[config.mk]
export PLATFORM = sky130hd
export DESIGN_NAME = btb_assoc
export DESIGN_NICKNAME = d
export VERILOG_FILES = /design/src/rtl/btb_pkg.sv /design/src/rtl/btb_way.sv /design/src/rtl/btb_assoc.sv
export SDC_FILE = /design/constraint.sdc
export NUM_CORES = 1
export LEC_CHECK = 0
export CAP_MARGIN = 25
export CORE_ASPECT_RATIO = 0.8
export CORE_MARGIN = 1.5
export CORE_UTILIZATION = 35
export CTS_CLUSTER_DIAMETER = 120
export CTS_CLUSTER_SIZE = 20
export DETAILED_ROUTE_END_ITERATION = 6
export GPL_TIMING_DRIVEN = 0
export PLACE_DENSITY = 0.49
export SLEW_MARGIN = 15
export SYNTH_ARGS = -nofsm -noshare
export SYNTH_HDL_FRONTEND = slang
export SYNTH_SLANG_ARGS = --single-unit
export TNS_END_PERCENT = 1
[constraint.sdc]
create_clock -name clk -period 7.5 [get_ports clk]
set_clock_uncertainty 0.05 [all_clocks]
set_input_delay 0.75 -clock clk [delete_from_list [all_inputs] [get_ports clk]]
set_output_delay 0.75 -clock clk [all_outputs]
set_load 0.005 [all_outputs]
[src/rtl/btb_pkg.sv]
// rtl/btb_pkg.sv - shared counter encodings, flush FSM states and counter helper for the BTB
package btb_pkg;

  localparam logic [1:0] CTR_SNT = 2'd0;
  localparam logic [1:0] CTR_WNT = 2'd1;
  localparam logic [1:0] CTR_WT  = 2'd2;
  localparam logic [1:0] CTR_ST  = 2'd3;

  typedef enum logic {
    IDLE  = 1'b0,
    FLUSH = 1'b1
  } fsm_state_e;

  // Saturating step of the 2-bit direction counter.
  function automatic logic [1:0] ctr_next(input logic [1:0] c, input logic taken);
    if (taken) return (c == CTR_ST) ? CTR_ST : c + 2'd1;
    else       return (c <= CTR_WNT) ? CTR_SNT : c - 2'd1;
  endfunction

endpackage

[src/rtl/btb_way.sv]
// rtl/btb_way.sv - one BTB way: SETS entries, predict and update lookup ports,
// one write port and a per-set valid clear for the flush sequencer.
module btb_way #(
  parameter int XLEN     = 32,
  parameter int SETS     = 8,
  parameter int IDX_BITS = 3,
  parameter int TAG_BITS = 27
) (
  input  logic                clk,
  input  logic                rst_n,
  input  logic [IDX_BITS-1:0] i_p_idx,
  output logic                o_p_valid,
  output logic [TAG_BITS-1:0] o_p_tag,
  output logic [XLEN-1:0]     o_p_target,
  output logic [1:0]          o_p_ctr,
  input  logic [IDX_BITS-1:0] i_u_idx,
  output logic                o_u_valid,
  output logic [TAG_BITS-1:0] o_u_tag,
  output logic [XLEN-1:0]     o_u_target,
  output logic [1:0]          o_u_ctr,
  input  logic                i_wr_en,
  input  logic [IDX_BITS-1:0] i_wr_idx,
  input  logic [TAG_BITS-1:0] i_wr_tag,
  input  logic [XLEN-1:0]     i_wr_target,
  input  logic [1:0]          i_wr_ctr,
  input  logic                i_clr_en,
  input  logic [IDX_BITS-1:0] i_clr_idx
);

  typedef struct packed {
    logic [TAG_BITS-1:0] tag;
    logic [XLEN-1:0]     target;
    logic [1:0]          ctr;
  } entry_t;

  logic [SETS-1:0] r_valid;
  entry_t          r_ent [SETS];

  // Only valid bits need reset; payload is ignored until its valid bit is set.
  always_ff @(posedge clk or negedge rst_n) begin
    if (!rst_n) begin
      r_valid <= '0;
    end else begin
      if (i_clr_en) r_valid[i_clr_idx] <= 1'b0;
      if (i_wr_en)  r_valid[i_wr_idx]  <= 1'b1;
    end
  end

  always_ff @(posedge clk) begin
    if (i_wr_en) r_ent[i_wr_idx] <= '{tag: i_wr_tag, target: i_wr_target, ctr: i_wr_ctr};
  end

  assign o_p_valid  = r_valid[i_p_idx];
  assign o_p_tag    = r_ent[i_p_idx].tag;
  assign o_p_target = r_ent[i_p_idx].target;
  assign o_p_ctr    = r_ent[i_p_idx].ctr;

  assign o_u_valid  = r_valid[i_u_idx];
  assign o_u_tag    = r_ent[i_u_idx].tag;
  assign o_u_target = r_ent[i_u_idx].target;
  assign o_u_ctr    = r_ent[i_u_idx].ctr;

endmodule

[src/rtl/btb_assoc.sv]
// rtl/btb_assoc.sv - set-associative BTB top: same-cycle prediction, resolved-branch
// learning with round-robin victims, and a one-set-per-cycle flush sequencer.
module btb_assoc
  import btb_pkg::*;
#(
  parameter int XLEN   = 32,
  parameter int SETS   = 8,
  parameter int WAYS   = 2,
  parameter int OFFSET = 2
) (
  input  logic            clk,
  input  logic            rst_n,
  input  logic [XLEN-1:0] pc,
  output logic            predict_hit,
  output logic            predict_taken,
  output logic [XLEN-1:0] predict_target,
  input  logic            update_valid,
  input  logic [XLEN-1:0] update_pc,
  input  logic [XLEN-1:0] update_target,
  input  logic            update_taken,
  input  logic            flush,
  output logic            flush_busy
);

  localparam int IDX_BITS = $clog2(SETS);
  localparam int TAG_BITS = XLEN - OFFSET - IDX_BITS;
  localparam int WAY_BITS = (WAYS > 1) ? $clog2(WAYS) : 1;

  fsm_state_e          r_state, w_state_nxt;
  logic [IDX_BITS-1:0] r_fc, w_fc_nxt;
  logic [WAY_BITS-1:0] r_rr [SETS];

  logic [IDX_BITS-1:0] w_p_idx, w_u_idx;
  logic [TAG_BITS-1:0] w_p_tagq, w_u_tagq;
  logic                w_unused;

  logic [WAYS-1:0]     w_p_valid, w_u_valid, w_wr_en, w_p_match;
  logic [TAG_BITS-1:0] w_p_tag [WAYS];
  logic [TAG_BITS-1:0] w_u_tag [WAYS];
  logic [XLEN-1:0]     w_p_target [WAYS];
  logic [XLEN-1:0]     w_u_target [WAYS];
  logic [1:0]          w_p_ctr [WAYS];
  logic [1:0]          w_u_ctr [WAYS];

  logic                w_u_hit, w_free, w_up_act;
  logic [WAY_BITS-1:0] w_u_hit_way, w_free_way, w_alloc_way;
  logic [XLEN-1:0]     w_hit_target, w_wr_target;
  logic [1:0]          w_hit_ctr, w_wr_ctr;

  assign w_p_idx  = pc[IDX_BITS+OFFSET-1:OFFSET];
  assign w_p_tagq = pc[XLEN-1:IDX_BITS+OFFSET];
  assign w_u_idx  = update_pc[IDX_BITS+OFFSET-1:OFFSET];
  assign w_u_tagq = update_pc[XLEN-1:IDX_BITS+OFFSET];
  assign w_unused = ^{pc[OFFSET-1:0], update_pc[OFFSET-1:0]};

  assign flush_busy = (r_state == FLUSH);
  // An update coinciding with flush acceptance is dropped along with those during FLUSH.
  assign w_up_act   = update_valid && (r_state == IDLE) && !flush;

  for (genvar g = 0; g < WAYS; g++) begin : g_way
    btb_way #(.XLEN(XLEN), .SETS(SETS), .IDX_BITS(IDX_BITS), .TAG_BITS(TAG_BITS)) u_way (
      .clk(clk), .rst_n(rst_n),
      .i_p_idx(w_p_idx), .o_p_valid(w_p_valid[g]), .o_p_tag(w_p_tag[g]),
      .o_p_target(w_p_target[g]), .o_p_ctr(w_p_ctr[g]),
      .i_u_idx(w_u_idx), .o_u_valid(w_u_valid[g]), .o_u_tag(w_u_tag[g]),
      .o_u_target(w_u_target[g]), .o_u_ctr(w_u_ctr[g]),
      .i_wr_en(w_wr_en[g]), .i_wr_idx(w_u_idx), .i_wr_tag(w_u_tagq),
      .i_wr_target(w_wr_target), .i_wr_ctr(w_wr_ctr),
      .i_clr_en(flush_busy), .i_clr_idx(r_fc)
    );
    assign w_p_match[g] = w_p_valid[g] && (w_p_tag[g] == w_p_tagq);
    assign w_wr_en[g]   = w_up_act && (w_u_hit ? (w_u_hit_way == WAY_BITS'(g))
                                               : (update_taken && (w_alloc_way == WAY_BITS'(g))));
  end

  always_comb begin
    predict_hit    = 1'b0;
    predict_taken  = 1'b0;
    predict_target = '0;
    if (!flush_busy) begin
      for (int w = 0; w < WAYS; w++) begin
        if (w_p_match[w]) begin
          predict_hit    = 1'b1;
          predict_taken  = w_p_ctr[w][1];
          predict_target = w_p_target[w];
        end
      end
    end
  end

  always_comb begin
    w_u_hit      = 1'b0;
    w_u_hit_way  = '0;
    w_hit_target = '0;
    w_hit_ctr    = CTR_SNT;
    w_free       = 1'b0;
    w_free_way   = '0;
    // Descending scan so the lowest-index invalid way wins.
    for (int w = WAYS - 1; w >= 0; w--) begin
      if (!w_u_valid[w]) begin
        w_free     = 1'b1;
        w_free_way = WAY_BITS'(w);
      end
    end
    for (int w = 0; w < WAYS; w++) begin
      if (w_u_valid[w] && (w_u_tag[w] == w_u_tagq)) begin
        w_u_hit      = 1'b1;
        w_u_hit_way  = WAY_BITS'(w);
        w_hit_target = w_u_target[w];
        w_hit_ctr    = w_u_ctr[w];
      end
    end
  end

  assign w_alloc_way = w_free ? w_free_way : r_rr[w_u_idx];
  assign w_wr_ctr    = w_u_hit ? ctr_next(w_hit_ctr, update_taken) : CTR_WT;
  assign w_wr_target = (w_u_hit && !update_taken) ? w_hit_target : update_target;

  always_ff @(posedge clk or negedge rst_n) begin
    if (!rst_n) begin
      for (int s = 0; s < SETS; s++) r_rr[s] <= '0;
    end else if (flush_busy) begin
      r_rr[r_fc] <= '0;
    end else if (w_up_act && !w_u_hit && update_taken) begin
      r_rr[w_u_idx] <= (WAYS == 1) ? '0 : w_alloc_way + WAY_BITS'(1);
    end
  end

  always_ff @(posedge clk or negedge rst_n) begin
    if (!rst_n) begin
      r_state <= IDLE;
      r_fc    <= '0;
    end else begin
      r_state <= w_state_nxt;
      r_fc    <= w_fc_nxt;
    end
  end

  always_comb begin
    w_state_nxt = r_state;
    w_fc_nxt    = r_fc;
    case (r_state)
      IDLE: begin
        if (flush) begin
          w_state_nxt = FLUSH;
          w_fc_nxt    = '0;
        end
      end
      FLUSH: begin
        if (r_fc == IDX_BITS'(SETS - 1)) w_state_nxt = IDLE;
        w_fc_nxt = r_fc + IDX_BITS'(1);
      end
      default: w_state_nxt = IDLE;
    endcase
  end

endmodule

==> results.yml, run 1 <==
place:
  dp_hpwl_mm: 145
  buffer_ports.inserted: 126
  preCtsSetupSlack_ns: -1.29
  post_place_cells: 4832
  gp_congestion: 0.938
  post_place_cell_area_um2: 52400
yosys:
  post_synth_edffs: 976
  synth_seq_area_share_pct: 63.6
  synthesis.nets: 2896
  async_flop_share_pct: 2.79
  prevailing_post_synth_register_cell: "edfxtp_1"
  synth_cell_types: 69
  yosys_register_bits: 1004
  syn-mean-instance-area_um2: 16.9
  yosys_warnings: 0
  synthesis.instances: 2793
  post_synth_instance_area_um2: 47200
finish:
  area.growth.synth_to_final_pct: 15.0
  layout.nets: 3237
  area.sequential_um2: 30000
  final_cell_mix: "edfxtp_1, mux4_2, mux2i_1"
  filler_cell_count: 12016
  final_core_util_pct: 40.6
  finished_layout_cell_area_um2: 54300
  multiInputGateArea_um2: 16200
  layout_commonest_cell: "edfxtp_1"
  final-instance-count-excl-fill: 4939
  drive_gt1_share_pct: 23.8
critical_path:
  ff2ff_path_depth: 16
  cp_data_required_time_ns: 7.85
  cell_count_along_the_critical_path: 21
  maximum_single_stage_delay_on_the_critical_path_ns: 0.59
  path_buf_inv: 12
  critPathTopFamily: "buffers and inverters"
  end_kind: "register"
  setup.worst_path.class: "in2reg"
  cp_data_arrival_time_ns: 7.94
  series_of_cell_instances_along_the_critical_path: "clkdlybuf4s50_1 > buf_6 > buf_2 > buf_2 > clkbuf_4 > mux4_2 > mux2i_1 > xor2_1 > nand4_1 > nor2_1 > nand4_1 > nor2_1 > buf_2 > a31oi_4 > buf_2 > nor3_2 > buf_4 > buf_6 > buf_6 > buf_6 > buf_4"
  timing.critical_path.fanout_max: 10
  cp_slowest_cell: "xor2_1"
  crit_path_start_kind: "input port"
cts:
  cts_hold_buf: 0
  cts_root_buffer: "clkbuf_16"
  clock_pin_slew_on_the_worst_setup_and_hold_paths_ns: 0.09
  depth_of_the_cts_h_tree: 2
  tritoncts_buffer_count: 56
  cts_tree: "done"
  clkLatencyLatePin_ns: 0.72
  cts.path.max_buffers: 3
  cts_num_sinks: 1004
drt:
  drt_iter0_drc: 5904
  vias_per_cell: 6.66
  wirelength_per_cell_um: 41.4
  drcViolationCount: 0
  first_pass_iters: 6
  ant_nets: 0
  route.vias.total: 32884
  wirelength_mm: 204
floorplanning:
  chipWidth_um: 413
  design.portCount: 136
  core_area_um2: 134000
  initial_core_util_pct: 35.3
  die-height_um: 331
  die-area_um2: 137000
  placement_rows: 120
sta:
  fin_tns_setup_ns: -1.13
  timing_hold_violations_final: 0
  finalMaxSlewViolations: 0
  maxClockFrequency_ghz: 0.132
  setup_repair_after_global_routing_missed_its_margin: "yes"
  final_period_minus_worst_setup_slack_ns: 7.59
  finalCritPeriodShare_pct: 101
  maxSlewHeadroom_pct: 19.7
  max_slew.worst_pin.slew_ns: 1.20
  setup-violations-final: 19
  setup_slack_ns: -0.0936
  whs_ns: 0.0232
global_route:
  antenna_found_initial: 15
  global_route_overflow: 0
  grt_pass1_wl_mm: 275
  all_layer_gr_usage_pct: 29.4
  grt_pass1_vias: 31551
  pin_count_of_the_biggest_net_entering_global_routing: 30
pwr:
  power.internal_mw: 8.07
  p_switching_mw: 2.83
  p_sw_share_pct: 26.0
  leakagePower_nw: 17.5
  p_per_area_nw_per_um2: 201
  comb_power_share_pct: 12.2
  total_power_mw: 10.9
  power.sequential.fraction_pct: 57.2
  vdd_drop_max_mv: 0.201
  p_clk_share_pct: 30.5
job:
  cap_viol_max_count: 0
outcome:
  status: "finished with violations"
  violations_in_the_final_reports: "setup timing"
min_path:
  hold_path_class: "in2async"
## cells in the mapped netlist (6+ instances only)
| library cell | n | area, um2 |
|---|---|---|
| edfxtp_1 | 976 | 29300 |
| a22oi_1 | 74 | 556 |
| nand4_1 | 16 | 100 |
| dfrtp_1 | 28 | 701 |
| buf_4 | 13 | 97.6 |
| mux2_2 | 54 | 608 |
| nand3b_1 | 8 | 60.1 |
| buf_2 | 57 | 285 |
| clkbuf_1 | 109 | 409 |
| nor3_1 | 27 | 135 |
| mux4_2 | 313 | 7050 |
| inv_1 | 6 | 22.5 |
| o22a_1 | 26 | 228 |
| and3_1 | 40 | 250 |
| xor2_1 | 31 | 272 |
| nor4_1 | 13 | 81.3 |
| a22o_1 | 34 | 298 |
| o221ai_1 | 20 | 175 |
| buf_6 | 12 | 135 |
| nor2b_1 | 10 | 62.6 |
| o31ai_1 | 10 | 75.1 |
| a221o_1 | 7 | 70.1 |
| o22ai_1 | 102 | 638 |
| o21ai_0 | 16 | 80.1 |
| a21oi_1 | 66 | 330 |
| xnor2_1 | 69 | 604 |
| a221oi_1 | 42 | 368 |
| mux2i_1 | 178 | 1780 |
| and2_1 | 12 | 75.1 |
| a211oi_1 | 7 | 52.6 |
| a31oi_1 | 82 | 513 |
| or4_1 | 7 | 52.6 |
| a2111oi_0 | 6 | 52.6 |
| nand2_1 | 54 | 203 |
| nor2_1 | 88 | 330 |
| nand3_1 | 86 | 430 |
| nand2b_1 | 8 | 50.1 |
| buf_1 | 26 | 97.6 |
## layout make-up
class                      instances  area share [%]
antenna                            2         0.00923
buffer                           217            2.07
clock buffer                      91            2.86
clock inverter                     1          0.0300
inverter                          10          0.0692
multi-input combinational       1562            29.9
sequential                      1004            55.3
tap                             1769            4.08
timing repair buffer             283            5.65
## sequential cells by signal, summed over array words and instances (netlist names)
| register | count |
|---|---|
| flush_busy | 1 |
| g_way.u_way.r_ent | 976 |
| g_way.u_way.r_valid | 16 |
| r_fc | 3 |
| r_rr | 8 |
## metal layers
metal	GRT usage (%)	part of all wire, %	vias up
li1	-	-	12418
met5	0.281	0.028	-
met3	8.58	14	344
met4	9.00	3.5	2
met1	43.7	41	17526
met2	41.0	42	2594
## power by group through the flow
stage | combinational, mW | sequential [mW] | clock (mW)
after floorplan | 0.678 | 6.34 | 0
after detailed placement | 1.28 | 6.37 | 0
after global placement | 1.23 | 6.37 | 0
after global routing | 1.37 | 6.25 | 3.51
after CTS | 1.29 | 6.24 | 3.34
final | 1.33 | 6.24 | 3.33
## repair_timing
item | CTS | global route
endpoints found under the setup margin | 313 | 39
buffers inserted | 2 | 3
cloned | 0 | 0
gates resized for setup | 24 | 5
pin swaps | 2 | 1
## cells by family after synthesis
family                   Yosys count  share of synthesized area (%)
AO/OA/AOI/OAI                    524                           7.92
XOR/XNOR                         100                           1.86
adder cells (fa/ha/maj)            4                         0.0955
buffers and inverters            227                           2.25
flip-flops                      1004                           63.6
multiplexers                     546                           20.0
AND/OR/NAND/NOR                  388                           4.19
## path summary, 6_finish.rpt
kind,slack [ns],end,from
setup / recovery,-0.09,g_way[1].u_way.r_ent[0][53]$_DFFE_PP_,update_pc[4]
hold / removal,0.02,g_way[0].u_way.r_valid[5]$_DFF_PN0_,rst_n
setup reg to reg,1.61,g_way[1].u_way.r_ent[0][53]$_DFFE_PP_,g_way[1].u_way.r_ent[5][43]$_DFFE_PP_
hold reg to reg,0.47,g_way[1].u_way.r_valid[7]$_DFF_PN0_,g_way[1].u_way.r_valid[7]$_DFF_PN0_
max in group asynchronous,6.92,r_rr[6]$_DFFE_PN0P_,rst_n
min in group clk,0.47,g_way[1].u_way.r_valid[7]$_DFF_PN0_,g_way[1].u_way.r_valid[7]$_DFF_PN0_
No activity file was read; power rests on OpenSTA's default activity.
==> run 2, diff against run 1 <==
--- a/config.mk
+++ b/config.mk
@@ -13,6 +13,7 @@
 export CTS_CLUSTER_SIZE = 20
 export DETAILED_ROUTE_END_ITERATION = 6
 export GPL_TIMING_DRIVEN = 0
+export MAX_ROUTING_LAYER = met4
 export PLACE_DENSITY = 0.49
 export SLEW_MARGIN = 15
 export SYNTH_ARGS = -nofsm -noshare
==> run 2 against run 1 <==
Cell area barely moved. Largest cell class unchanged. Combinational power barely moved. Hold slack improved by 0.46 ns. Utilization barely moved. First-iteration DRC count rose by 9.8%. Routed wire length rose by 0.97%. The run still ends with setup timing left. Register-to-register slack improved by 0.06 ns. Critical endpoint is now predict_target[0]. Maximum frequency fell by 0.62%. Cell count rose by 0.22%. Global-route usage rose by 1.2 points. Via count rose by 0.67%.
==> results.yml, run 2 (synthesized netlist as in run 1, its figures left out) <==
outcome:
  status: "finished with violations"
  violations_in_the_final_reports: "setup timing"
finish:
  largest_register_ffs: 976
  final-instance-count-excl-fill: 4950
  layout_commonest_cell: "edfxtp_1"
  largest_registers: "g_way.u_way.r_ent x976, g_way.u_way.r_valid x16, r_rr x8"
  finished_layout_cell_area_um2: 54300
  area.growth.synth_to_final_pct: 15.1
  final_cell_mix: "edfxtp_1, mux4_2, mux2i_1"
  top_reg_by_flops: "g_way.u_way.r_ent"
  filler_cell_count: 12008
  layout.nets: 3231
  final_core_util_pct: 40.6
  drive_gt1_share_pct: 23.7
cts:
  cts.path.max_buffers: 3
  cts_num_sinks: 1004
  cts_tree: "done"
  clock_pin_slew_on_the_worst_setup_and_hold_paths_ns: 0.09
  cts_root_buffer: "clkbuf_16"
  depth_of_the_cts_h_tree: 2
  clkLatencyLatePin_ns: 0.71
  tritoncts_buffer_count: 56
sta:
  setup_slack_ns: -0.141
  whs_ns: 0.484
  setup_repair_after_global_routing_missed_its_margin: "yes"
  finalMaxSlewViolations: 0
  timing_hold_violations_final: 0
  maxClockFrequency_ghz: 0.131
  max_slew.worst_pin.slew_ns: 1.20
  fin_tns_setup_ns: -0.711
  setup-violations-final: 10
  finalCritPeriodShare_pct: 102
  final_period_minus_worst_setup_slack_ns: 7.64
  maxSlewHeadroom_pct: 19.7
global_route:
  all_layer_gr_usage_pct: 30.6
  grt_use_met1_pct: 44.3
  global_route_overflow: 0
  globalRouteMet2Util_pct: 41.2
  pin_count_of_the_biggest_net_entering_global_routing: 33
  most_heavily_used_metal_layer_in_global_routing: "met1"
  global_route.usage.met3_pct: 8.60
  grt_pass1_vias: 31839
  antenna_found_initial: 12
  grt_pass1_wl_mm: 277
floorplanning:
  initial_core_util_pct: 35.3
  die-height_um: 331
  placement_rows: 120
  design.portCount: 136
  die-area_um2: 137000
  core_area_um2: 134000
  chipWidth_um: 413
place:
  post_place_cell_area_um2: 52400
  gp_congestion: 0.943
  dp_hpwl_mm: 144
  preCtsSetupSlack_ns: -1.31
  post_place_cells: 4827
  buffer_ports.inserted: 126
critical_path:
  cp_data_required_time_ns: 6.70
  cp_data_arrival_time_ns: 6.84
  end_kind: "output pin"
  crit_path_start_kind: "input port"
  setup.worst_path.class: "in2out"
  ff2ff_path_depth: 16
  timing.critical_path.fanout_max: 10
drt:
  vias_per_cell: 6.69
  first_pass_iters: 6
  drt_iter0_drc: 6482
  route.vias.total: 33105
  drcViolationCount: 0
  wirelength_per_cell_um: 41.7
  ant_nets: 0
  wirelength_mm: 206
min_path:
  min_delay_path_depth: 2
  hold_path_class: "reg2reg"
job:
  cap_viol_max_count: 0
pwr:
  total_power_mw: 10.9
  p_per_area_nw_per_um2: 202
  vdd_drop_max_mv: 0.176
  leakagePower_nw: 17.5
==> run 2: path summary, 6_finish.rpt <==
path                                                            start                                     to  slack (ns)
worst min register to register    g_way[1].u_way.r_valid[7]$_DFF_PN0_    g_way[1].u_way.r_valid[7]$_DFF_PN0_        0.48
worst max register to register  g_way[1].u_way.r_ent[0][37]$_DFFE_PP_  g_way[1].u_way.r_ent[0][13]$_DFFE_PP_        1.67
worst max-delay path                                            pc[4]                      predict_target[0]       -0.14
min in group asynchronous                                       rst_n    g_way[1].u_way.r_valid[3]$_DFF_PN0_        0.74
max in group asynchronous                                       rst_n                    r_rr[7]$_DFFE_PN0P_        6.20
worst min-delay path              g_way[1].u_way.r_valid[7]$_DFF_PN0_    g_way[1].u_way.r_valid[7]$_DFF_PN0_        0.48
==> run 2: power breakdown <==
group	switching [mW]	internal [mW]	total, mW	leakage (nW)
Clock	1.92	1.45	3.37	0.772
Sequential	0.0571	6.18	6.24	9.22
Combinational	0.871	0.464	1.34	7.49
==> run 2: area by class of cell <==
type | count | area [um2] | share of cell area [%]
flip-flops and latches | 1004 | 30000 | 55.3
diodes | 7 | 17.5 | 0.0323
inverters | 10 | 37.5 | 0.0692
multi-input cells | 1562 | 16200 | 29.9
clock buffers | 102 | 1610 | 2.96
plain buffers | 216 | 1100 | 2.04
repair buffers | 278 | 3030 | 5.59
well taps | 1769 | 2210 | 4.08
clock inverters | 2 | 21.3 | 0.0392
==> run 2: critical path, stage by stage <==
cell and delay, ns:
clkbuf_1 0.68, clkbuf_1 0.65, mux4_2 0.42, mux2i_1 0.55, xnor2_1 0.19, nor4_1 0.09, nand3_1 0.19, or3_1 0.29
buf_1 0.83, buf_1 0.82, nand3_1 0.17, a31oi_1 0.55, clkdlybuf4s50_1 0.62
==> run 2: per-layer routing <==
metal  up-vias  share of wire, %
li1      12414                 -
met1     17585                41
met2      2759                42
met3       347                14
met4         0               3.4
met5         -                 0
==> run 2: timing repair <==
item	CTS	global route
hold buffers	1	0
setup endpoints to repair	284	385
gates cloned	0	0
resized for setup	22	8
hold endpoints to repair	1	0
pin swaps	1	0
buffers inserted	0	1
